==> config.mk <==
export PLATFORM = sky130hd
export DESIGN_NAME = sqe
export DESIGN_NICKNAME = d
export VERILOG_FILES = /design/src/rtl/sq_pkg.sv /design/src/rtl/sqe_split.sv /design/src/rtl/sqe.sv
export SDC_FILE = /design/constraint.sdc
export NUM_CORES = 1
export LEC_CHECK = 0
export CAP_MARGIN = 0
export CORE_ASPECT_RATIO = 1.2
export CORE_MARGIN = 1.5
export CORE_UTILIZATION = 40
export CTS_BUF_LIST = sky130_fd_sc_hd__clkbuf_4
export CTS_CLUSTER_SIZE = 25
export DETAILED_ROUTE_END_ITERATION = 16
export PLACE_DENSITY = 0.77
export SYNTH_ARGS = -nofsm -noshare
export SYNTH_HDL_FRONTEND = slang
export SYNTH_SLANG_ARGS = --single-unit
==> constraint.sdc <==
create_clock -name CLK -period 6.4 [get_ports CLK]
set_clock_uncertainty 0.1 [all_clocks]
set_input_delay 1.28 -clock CLK [delete_from_list [all_inputs] [get_ports CLK]]
set_output_delay 1.28 -clock CLK [all_outputs]
set_load 0.05 [all_outputs]
==> src/rtl/sq_pkg.sv <==
// Shared sizes and FSM state type for the square-grouping and square-expansion stages.
package sq_pkg;

   localparam int SQ_BOX_IDX = 3;
   localparam int COARSE_W   = SQ_BOX_IDX - 1;
   localparam int FINE_W     = SQ_BOX_IDX;
   localparam int N_CELLS    = 1 << (2 * COARSE_W);
   localparam int DATA_W     = 8;

   typedef enum logic [2:0] {
      S_IDLE,
      S_RD,
      S_LAT,
      S_W0,
      S_W1,
      S_W2,
      S_W3,
      S_DONE
   } sq_state_e;

endpackage

==> src/rtl/sqe_split.sv <==
// Child value for one 2x2 child: either a copy of the coarse value or an exact
// four-way split where the first (x mod 4) children absorb the remainder.
module sqe_split
   import sq_pkg::*;
(
   input  logic [DATA_W-1:0] i_x,
   input  logic [1:0]        i_d,
   input  logic              i_div,
   output logic [DATA_W-1:0] o_y
);

   logic [DATA_W-1:0] w_quarter;
   logic              w_extra;

   assign w_quarter = {2'b00, i_x[DATA_W-1:2]};
   assign w_extra   = (i_d < i_x[1:0]);
   assign o_y       = i_div ? (w_quarter + {{(DATA_W-1){1'b0}}, w_extra}) : i_x;

endmodule

==> src/rtl/sqe.sv <==
// Square expansion: reads each coarse cell once and writes it to its four 2x2
// children, with the next coarse read overlapped into the current cell's writes.
module sqe
   import sq_pkg::*;
#(
   parameter int BOX_IDX = SQ_BOX_IDX
)(
   input  logic                  CLK,
   input  logic                  RST_n,
   input  logic                  start,
   input  logic                  abort,
   input  logic                  div_mode,
   input  logic [DATA_W-1:0]     x,
   output logic [2*BOX_IDX-3:0]  SQ_rd_addr,
   output logic                  wen_sqe,
   output logic [2*BOX_IDX-1:0]  BC_wr_addr,
   output logic [DATA_W-1:0]     y,
   output logic                  busy,
   output logic                  done,
   output logic [2:0]            dbg_state
);

   localparam int CW = BOX_IDX - 1;
   localparam logic [2*CW-1:0] K_LAST = {(2*CW){1'b1}};

   sq_state_e          r_state;
   logic [2*CW-1:0]    r_k;
   logic [2*CW-1:0]    r_rd_addr;
   logic [1:0]         r_d;
   logic [DATA_W-1:0]  r_x;
   logic               r_div;
   logic               r_wen;
   logic               r_busy;
   logic               r_done;

   logic [CW-1:0]      w_cx;
   logic [CW-1:0]      w_cy;
   logic [DATA_W-1:0]  w_y;

   always_ff @(posedge CLK or negedge RST_n) begin
      if (!RST_n) begin
         r_state   <= S_IDLE;
         r_k       <= '0;
         r_d       <= '0;
         r_x       <= '0;
         r_div     <= 1'b0;
         r_rd_addr <= '0;
         r_wen     <= 1'b0;
         r_busy    <= 1'b0;
         r_done    <= 1'b0;
      end else if (abort) begin
         r_state <= S_IDLE;
         r_k     <= '0;
         r_d     <= '0;
         r_wen   <= 1'b0;
         r_busy  <= 1'b0;
         r_done  <= 1'b0;
      end else begin
         case (r_state)
            S_IDLE: begin
               if (start) begin
                  r_state   <= S_RD;
                  r_busy    <= 1'b1;
                  r_div     <= div_mode;
                  r_k       <= '0;
                  r_d       <= '0;
                  r_rd_addr <= '0;
               end
            end
            S_RD: r_state <= S_LAT;
            S_LAT: begin
               r_state <= S_W0;
               r_x     <= x;
               r_d     <= 2'd0;
               r_wen   <= 1'b1;
            end
            S_W0: begin
               r_state <= S_W1;
               r_d     <= 2'd1;
            end
            // The next cell's read is presented during W2 so its data lands in W3.
            S_W1: begin
               r_state <= S_W2;
               r_d     <= 2'd2;
               if (r_k != K_LAST) r_rd_addr <= r_k + 1'b1;
            end
            S_W2: begin
               r_state <= S_W3;
               r_d     <= 2'd3;
            end
            S_W3: begin
               r_d <= 2'd0;
               if (r_k != K_LAST) begin
                  r_state <= S_W0;
                  r_k     <= r_k + 1'b1;
                  r_x     <= x;
               end else begin
                  r_state <= S_DONE;
                  r_wen   <= 1'b0;
                  r_done  <= 1'b1;
               end
            end
            S_DONE: begin
               r_state <= S_IDLE;
               r_k     <= '0;
               r_done  <= 1'b0;
               r_busy  <= 1'b0;
            end
            default: r_state <= S_IDLE;
         endcase
      end
   end

   assign w_cx = r_k[2*CW-1:CW];
   assign w_cy = r_k[CW-1:0];

   sqe_split u_split (
      .i_x   (r_x),
      .i_d   (r_d),
      .i_div (r_div),
      .o_y   (w_y)
   );

   assign SQ_rd_addr = r_rd_addr;
   assign wen_sqe    = r_wen;
   assign BC_wr_addr = r_wen ? {w_cx, r_d[1], w_cy, r_d[0]} : '0;
   assign y          = r_wen ? w_y : '0;
   assign busy       = r_busy;
   assign done       = r_done;
   assign dbg_state  = r_state;

endmodule

==> impl_metrics.env, run 1 <==
export IMPL_synth_seq_cells=25
export IMPL_start_util=0.4128
export IMPL_clk_latency_ns=0.32
export IMPL_r2r_start="r_k[0]"
export IMPL_crit_path_start_kind="flop"
export IMPL_h_tree_depth=1
export IMPL_diodes=0
export IMPL_synth_area_sq_um=1475
export IMPL_timing_fmax_ghz=0.2329
export IMPL_rsz0062_at_grt="no"
export IMPL_cpLargestDelayFamily="buffers and inverters"
export IMPL_synth_compound_area_share=0.1874
export IMPL_multiInputGateArea_sq_um=793.3
export IMPL_arrival_ns=2.91
export IMPL_grt_total_usage=0.1784
export IMPL_min_from="SQ_rd_addr[1]"
export IMPL_port_buffers=36
export IMPL_leakage_uw=0.0007440
export IMPL_slew_violations=0
export IMPL_netlist_area_leader_share=0.4241
export IMPL_wl_per_cell_um=15.14
export IMPL_via_count=1260
export IMPL_synth_enable_flop_cells=0
export IMPL_die_area_sq_um=4063
export IMPL_grt_max_degree=26
export IMPL_drc=0
export IMPL_fin_tns_setup_ns=0
export IMPL_yosys_area_share_adder=0.03393
export IMPL_die_h_um=69.53
export IMPL_cp_required_ns=5.02
export IMPL_cts_resized=0
export IMPL_slew_headroom=0.2470
export IMPL_area_growth_pct=27.74
export IMPL_synth_top_family_by_area="simple AND/OR/NAND/NOR gates"
export IMPL_num_rows=24
export IMPL_seqCellArea_sq_um=625.6
export IMPL_gp_congestion=0.8393
export IMPL_cap_violations=0
export IMPL_core_area_sq_um=3573
export IMPL_hold_path_class="reg2reg"
export IMPL_ant_nets=0
export IMPL_hold_path_depth=1
export IMPL_finalHoldViolCount=0
export IMPL_ys_flop_type="dfrtp_1"
export IMPL_synthMuxAreaShare=0.08227
export IMPL_cts_tree="yes"
export IMPL_worst_path_max_fanout=4
export IMPL_critPathKind="reg2out"
export IMPL_drtIter0Drc=50
export IMPL_status="finished clean"
export IMPL_ff2ff_path_depth=4
export IMPL_worst_setup_path_end_kind="output pin"
export IMPL_grt_antenna_before_repair=0
export IMPL_grt_pass1_wl_um=5775
export IMPL_finalCritPeriodShare=0.6709
export IMPL_avgSynthCellArea_sq_um=9.900
export IMPL_crit_slowest_cell="clkdlybuf4s50_1"
export IMPL_totalWireLength_um=3346
export IMPL_final_min_clock_period_ns=4.294
export IMPL_syn_inst=149
export IMPL_hold_end="SQ_rd_addr[1]"
export IMPL_power_density_nw_per_um2=236.7
export IMPL_die_w_um=58.44
export IMPL_layout_drive_gt1_share=0.1154
export IMPL_dr_pass1_iters=4
export IMPL_worst_path_buf_inv=1
export IMPL_n_fill_cell=337
export IMPL_fin_total_pwr_uw=446.0
export IMPL_setup_violations=0
export IMPL_yosys_area_top_type="dfrtp_1"
export IMPL_yosysWarnings=0
export IMPL_hpwl_um=2433
export IMPL_yosysUniqueCellTypes=45
export IMPL_seq_area_frac_synth=0.4241
export IMPL_viasPerCell=5.701
export IMPL_worstMarginPinSlew_ns=1.126
export IMPL_fin_nets=200
export IMPL_crit_top_cell="ha_1"
export IMPL_cts_buffers=3
export IMPL_clock_sinks=25
export IMPL_max_stage_delay_ns=0.83
export IMPL_synthTopCellsByArea="dfrtp_1 42%, mux2_2 6.9%, ha_1 3.4%"
export IMPL_synth_xor_area_frac=0.03562
export IMPL_syn_nets=166
export IMPL_worstReg2RegEnd="r_x[7]"
export IMPL_cts_buffer_depth=2
export IMPL_cts_clk_slew_worst_paths_ns=0.14
export IMPL_synthArstFlopShare=1.000
export IMPL_grt_pass1_vias=1271
export IMPL_synth_simple_area_share=0.1985
export IMPL_cts_hold_buffers=0
export IMPL_pin_count=37
export IMPL_vdd_drop_max_mv=0.09886
export IMPL_rrSetupSlack_ns=4.44
export IMPL_grt_overflow=0
export IMPL_crit_chain="ha_1, a21oi_1, ha_1, nand4_1, or3_1, a31oi_1, clkdlybuf4s50_1"
export IMPL_cts_root_buf="clkbuf_4"
export IMPL_cts_setup_buffers=0
worst max path at each step:
stage	startpoint	to	slack (ns)	depth (start not counted)
after floorplan	r_d[1]	y[6]	2.50	6
after global placement	r_d[1]	y[5]	2.57	7
after detailed placement	r_d[1]	y[5]	2.49	7
after CTS	r_d[1]	y[5]	2.10	7
after global routing	r_x[1]	y[5]	1.88	8
final	r_d[1]	y[5]	2.11	7
Yosys cell counts, types with 3 or more instances:
cell type and n:
dfrtp_1 25, o21ai_0 10, mux2_2 9, a21oi_1 8, nand2_1 8, nor2_1 8
inv_1 7, nand3_1 6, nand2b_1 5, a211oi_1 4, a31oi_1 4, and2_1 4
ha_1 4, buf_2 3, clkbuf_1 3, o2bb2ai_1 3, xnor2_1 3, xor2_1 3
routing by layer:
layer	part of all wire	vias to the layer above	global-route usage
li1	-	613	-
met1	0.44	611	0.2449
met2	0.51	31	0.2871
met3	0.030	5	0.02239
met4	0.013	0	0.05943
met5	0	-	0
final cells by class:
type                    count  area share
flip-flops and latches     25      0.3320
well taps                  39     0.02590
repair buffers             36      0.1912
inverters                   7     0.01394
multi-input cells         110      0.4210
clock buffers               4     0.01594
logic make-up after synthesis:
| logic type | after synthesis |
|---|---|
| mux | 11 |
| fa+ha+maj | 4 |
| buf+inv | 14 |
| compound gates | 40 |
| flops | 25 |
| xor+xnor | 6 |
| simple gates | 49 |
sequential cells by signal, indices dropped and copies added (netlist names):
| register | cells |
|---|---|
| busy | 1 |
| done | 1 |
| wen_sqe | 1 |
| r_x | 8 |
| r_div | 1 |
| SQ_rd_addr | 4 |
| r_k | 4 |
| dbg_state | 3 |
| r_d | 2 |
where the power goes:
group	total (uW)	switching, uW	internal, uW
clock	76.8	48.1	28.7
sequential	226	42.4	183
combinational	144	74.8	68.9
cell usage in the layout, fill, tap and decap left out, types with 3 or more instances in the layout:
cell type        Yosys  final
nand2b_1             5      5
inv_1                7      7
mux2_2               9      9
and2_1               4      4
nor2_1               8      8
a31oi_1              4      4
a211oi_1             4      4
clkdlybuf4s50_1      0     36
dfrtp_1             25     25
clkbuf_4             0      4
xor2_1               3      3
o21ai_0             10     10
a21oi_1              8      8
o2bb2ai_1            3      3
xnor2_1              3      3
ha_1                 4      4
nand2_1              8      8
nand3_1              6      6
per-stage QoR:
| step | setup WS (ns) | hold WS [ns] | instance area, sq um | util | cells |
|---|---|---|---|---|---|
| after floorplan | 2.501 | 0.4024 | 1475 | - | 149 |
| after global placement | 2.572 | 0.3997 | 1854 | 0.5189 | 217 |
| after detailed placement | 2.489 | 0.4115 | 1854 | 0.5189 | 217 |
| after CTS | 2.101 | 0.4421 | 1884 | 0.5273 | 221 |
| after global routing | 1.883 | 0.4584 | 1884 | 0.5273 | 221 |
| final | 2.106 | 0.4359 | 1884 | 0.5273 | 221 |
Power figures use the tool's default switching activity.
==> inputs of run 2 (changes only) <==
--- a/config.mk
+++ b/config.mk
@@ -12,7 +12,7 @@
 export CTS_BUF_LIST = sky130_fd_sc_hd__clkbuf_4
 export CTS_CLUSTER_SIZE = 25
 export DETAILED_ROUTE_END_ITERATION = 16
-export PLACE_DENSITY = 0.77
+export PLACE_DENSITY = 0.8
 export SYNTH_ARGS = -nofsm -noshare
 export SYNTH_HDL_FRONTEND = slang
 export SYNTH_SLANG_ARGS = --single-unit
==> constraint.sdc (replaced) <==
create_clock -name CLK -period 3.9 [get_ports CLK]
set_clock_uncertainty 0.1 [all_clocks]
set_input_delay 0.78 -clock CLK [delete_from_list [all_inputs] [get_ports CLK]]
set_output_delay 0.78 -clock CLK [all_outputs]
set_load 0.05 [all_outputs]
==> run 2 against run 1 <==
Against the previous run:
- global-route usage is 0.96 points lower
- die area stayed put
- hold slack better by 0.00071 ns
- sequential cell count stayed put
- combinational power is 61% higher
- worst setup slack worse by 1.9 ns
==> impl_metrics.env, run 2 (synthesis results as in run 1) <==
export IMPL_cp_required_ns=3.02
export IMPL_slew_violations=0
export IMPL_setup_violations=0
export IMPL_drtIter0Drc=41
export IMPL_leakage_uw=0.0007488
export IMPL_port_buffers=36
export IMPL_grt_max_degree=26
export IMPL_area_growth_pct=28.24
export IMPL_cts_setup_buffers=0
export IMPL_drc=0
export IMPL_slew_headroom=0.6006
export IMPL_hold_path_class="reg2reg"
export IMPL_cts_clk_slew_worst_paths_ns=0.13
export IMPL_cts_resized=0
export IMPL_die_h_um=69.53
export IMPL_fin_total_pwr_uw=720.3
export IMPL_vdd_drop_max_mv=0.1493
export IMPL_power_density_nw_per_um2=380.7
export IMPL_grt_antenna_before_repair=0
export IMPL_grt_pass1_vias=1202
export IMPL_clk_latency_ns=0.30
export IMPL_diodes=0
export IMPL_cts_buffers=3
export IMPL_die_w_um=58.44
export IMPL_worst_setup_path_end_kind="output pin"
export IMPL_grt_overflow=0
export IMPL_cts_hold_buffers=0
export IMPL_pin_count=37
export IMPL_layout_drive_gt1_share=0.1202
export IMPL_worst_path_max_fanout=4
export IMPL_final_min_clock_period_ns=3.733
export IMPL_cap_violations=0
export IMPL_fin_tns_setup_ns=0
export IMPL_cts_tree="yes"
export IMPL_layout_cells_most_common="clkdlybuf4s50_1"
export IMPL_finalCritPeriodShare=0.9571
export IMPL_finalHoldViolCount=0
export IMPL_clock_sinks=25
export IMPL_hold_path_depth=1
export IMPL_critPathKind="reg2out"
export IMPL_arrival_ns=2.85
export IMPL_cts_root_buf="clkbuf_4"
export IMPL_num_rows=24
export IMPL_grt_total_usage=0.1688
export IMPL_die_area_sq_um=4063
export IMPL_final_cell_mix="36 x clkdlybuf4s50_1, 25 x dfrtp_1, 10 x o21ai_0"
export IMPL_ff2ff_path_depth=4
export IMPL_crit_path_start_kind="flop"
export IMPL_gp_congestion=0.7955
export IMPL_largest_reg_flops=8
export IMPL_status="finished clean"
export IMPL_h_tree_depth=1
export IMPL_worstMarginPinSlew_ns=0.5991
export IMPL_postLayoutCoreUtil=0.5294
export IMPL_viasPerCell=5.725
export IMPL_core_area_sq_um=3573
export IMPL_start_util=0.4128
export IMPL_dr_pass1_iters=4
export IMPL_rsz0062_at_grt="no"
export IMPL_via_count=1271
export IMPL_largest_register="r_x"
export IMPL_fin_nets=201
export IMPL_timing_fmax_ghz=0.2679
export IMPL_hpwl_um=2233
export IMPL_ant_nets=0
export IMPL_cts_buffer_depth=2
export IMPL_wl_per_cell_um=14.55
export IMPL_grt_pass1_wl_um=5444
export IMPL_totalWireLength_um=3230
[run 2: area by class of cell]
class | instances | area [sq um]
Clock buffer | 4 | 30.03
Fill cell | 326 | 1682
Inverter | 7 | 26.28
Multi-Input combinational cell | 110 | 793.3
Sequential cell | 25 | 625.6
Tap cell | 39 | 48.80
Timing Repair Buffer | 37 | 367.9
[run 2: worst paths after layout]
check / start / to / slack, ns
max: r_d[1] / y[5] / 0.17
min: SQ_rd_addr[2] / SQ_rd_addr[2] / 0.44
max reg2reg: r_k[0] / r_x[1] / 1.95
min reg2reg: SQ_rd_addr[2] / SQ_rd_addr[2] / 0.44
max in group asynchronous: RST_n / r_k[2] / 2.74
min in group asynchronous: RST_n / r_x[4] / 0.72
[run 2: stage by stage]
stage	instance area (sq um)	std cells	setup slack (ns)	hold WS (ns)
after global routing	1892	222	0.01049	0.4751
after CTS	1892	222	0.1530	0.4381
after global placement	1862	218	0.5645	0.3998
after floorplan	1475	149	0.5013	0.3844
after detailed placement	1862	218	0.5209	0.4020
final	1892	222	0.1672	0.4366
[run 2: critical path: stages (launching register included)]
cell and delay [ns]:
dfrtp_1 0.43, ha_1 0.30, a21oi_1 0.18, ha_1 0.22, nand4_1 0.12, or3_1 0.32, a31oi_1 0.16, clkdlybuf4s50_1 0.81
[run 2: per-layer routing]
metal / track usage / vias to the layer above / routed length, um
met5: 0 / - / 0
met3: 0.01306 / 2 / 109
met4: 0.06718 / 0 / 23
met2: 0.2597 / 33 / 1539
met1: 0.2439 / 620 / 1557
li1: - / 616 / -
[run 2: report_power, final]
part	internal (uW)	leakage [uW]	switching [uW]	total, uW
Sequential	301	0.000327	68.4	369
Combinational	113	0.000403	119	232
Clock	46.8	0.0000184	72.2	119
==> inputs of run 3 (changes only) <==
--- a/config.mk
+++ b/config.mk
@@ -12,7 +12,7 @@
 export CTS_BUF_LIST = sky130_fd_sc_hd__clkbuf_4
 export CTS_CLUSTER_SIZE = 25
 export DETAILED_ROUTE_END_ITERATION = 16
-export PLACE_DENSITY = 0.8
+export PLACE_DENSITY = 0.75
 export SYNTH_ARGS = -nofsm -noshare
 export SYNTH_HDL_FRONTEND = slang
 export SYNTH_SLANG_ARGS = --single-unit
==> run 3 against run 2 <==
Against the previous run:
- sequential share of layout area grew 0.13 points
- hold slack is essentially flat
- highest routed layer unchanged
- clock power is essentially flat
- critical path depth is the same
- final area shrank 0.40%
==> impl_metrics.env, run 3 (synthesis results as in run 1) <==
export IMPL_status="finished clean"
export IMPL_start_util=0.4128
export IMPL_largest_register="r_x"
export IMPL_leakage_uw=0.0007440
export IMPL_die_area_sq_um=4063
export IMPL_fin_tns_setup_ns=0
export IMPL_crit_path_start_kind="flop"
export IMPL_cts_resized=0
export IMPL_cp_required_ns=3.02
export IMPL_worst_setup_path_end_kind="output pin"
export IMPL_num_rows=24
export IMPL_n_fill_cell=329
export IMPL_arrival_ns=2.88
export IMPL_hpwl_um=2528
export IMPL_drc=0
export IMPL_grt_pass1_wl_um=5844
export IMPL_cts_clk_slew_worst_paths_ns=0.13
export IMPL_timing_fmax_ghz=0.2660
export IMPL_grt_antenna_before_repair=0
export IMPL_cts_setup_buffers=0
export IMPL_seqCellArea_sq_um=625.6
export IMPL_layout_drive_gt1_share=0.1154
export IMPL_layout_cells_most_common="clkdlybuf4s50_1"
export IMPL_gp_congestion=0.8986
export IMPL_worst_path_max_fanout=4
export IMPL_viasPerCell=5.869
export IMPL_ant_nets=0
export IMPL_dr_pass1_iters=4
export IMPL_final_cell_mix="36 x clkdlybuf4s50_1, 25 x dfrtp_1, 10 x o21ai_0"
export IMPL_grt_total_usage=0.1806
export IMPL_grt_max_degree=26
export IMPL_critPathKind="reg2out"
export IMPL_grt_overflow=0
export IMPL_worstMarginPinSlew_ns=1.085
export IMPL_slew_headroom=0.2746
export IMPL_cap_violations=0
export IMPL_rsz0062_at_grt="no"
export IMPL_area_growth_pct=27.74
export IMPL_die_w_um=58.44
export IMPL_cts_hold_buffers=0
export IMPL_postLayoutCoreUtil=0.5273
export IMPL_clock_sinks=25
export IMPL_vdd_drop_max_mv=0.1495
export IMPL_wl_per_cell_um=15.27
export IMPL_cts_root_buf="clkbuf_4"
export IMPL_clk_latency_ns=0.32
export IMPL_die_h_um=69.53
export IMPL_hold_path_class="reg2reg"
export IMPL_drtIter0Drc=47
export IMPL_finalCritPeriodShare=0.9639
export IMPL_cts_tree="yes"
export IMPL_slew_violations=0
export IMPL_pin_count=37
export IMPL_totalWireLength_um=3374
export IMPL_grt_pass1_vias=1250
export IMPL_diodes=0
export IMPL_via_count=1297
export IMPL_cts_buffers=3
export IMPL_port_buffers=36
export IMPL_largest_reg_flops=8
export IMPL_final_min_clock_period_ns=3.759
export IMPL_finalHoldViolCount=0
export IMPL_fin_nets=200
export IMPL_multiInputGateArea_sq_um=793.3
export IMPL_power_density_nw_per_um2=384.9
export IMPL_core_area_sq_um=3573
export IMPL_cts_buffer_depth=2
export IMPL_setup_violations=0
export IMPL_h_tree_depth=1
run 3: cell types whose count changed in the layout (fill, tap and decap cells not counted), sizes merged:
cell | previous run | this run
buf | 1 | 0
run 3: report_power, final:
group	switching [uW]	internal, uW	leakage, uW	total (uW)
clock network	73.8	47.0	0.0000184	121
registers	68.2	301	0.000327	369
logic	123	113	0.000399	236
total	264	461	0.000744	725
run 3: metrics by stage:
step	area, sq um	std cells	power, uW	setup WS, ns	hold WS [ns]
after detailed placement	1854	217	611.6	0.4983	0.4080
after floorplan	1475	149	534.3	0.5013	0.3844
after global placement	1854	217	596.8	0.5586	0.3974
final	1884	221	725.3	0.1407	0.4364
after CTS	1884	221	735.6	0.1169	0.4440
after global routing	1884	221	777.1	0.0003340	0.4746
run 3: worst paths after layout:
path                               start             to  slack, ns  depth (start not counted)
max in group asynchronous          RST_n        wen_sqe       2.12                          1
hold reg to reg            SQ_rd_addr[2]  SQ_rd_addr[2]       0.44                          1
setup / recovery                  r_d[1]           y[5]       0.14                          7
min in group asynchronous          RST_n  SQ_rd_addr[2]       0.93                          1
hold / removal             SQ_rd_addr[2]  SQ_rd_addr[2]       0.44                          1
setup reg to reg                  r_k[0]         r_x[1]       1.92                          4
run 3: per-layer routing:
metal,GRT usage,routed length (um)
met5,0,0
met4,0.05426,37
met3,0.02425,164
met2,0.3059,1742
met1,0.2347,1430
run 3: worst max-delay path: stages, from the launching register on:
cell	delay, ns
dfrtp_1	0.43
ha_1	0.30
a21oi_1	0.18
ha_1	0.22
nand4_1	0.12
or3_1	0.32
a31oi_1	0.17
clkdlybuf4s50_1	0.82
run 3: final cells by class:
class	count	share of cell area
sequential	25	0.3320
tap	39	0.02590
multi-input combinational	110	0.4210
clock buffer	4	0.01594
inverter	7	0.01394
timing repair buffer	36	0.1912
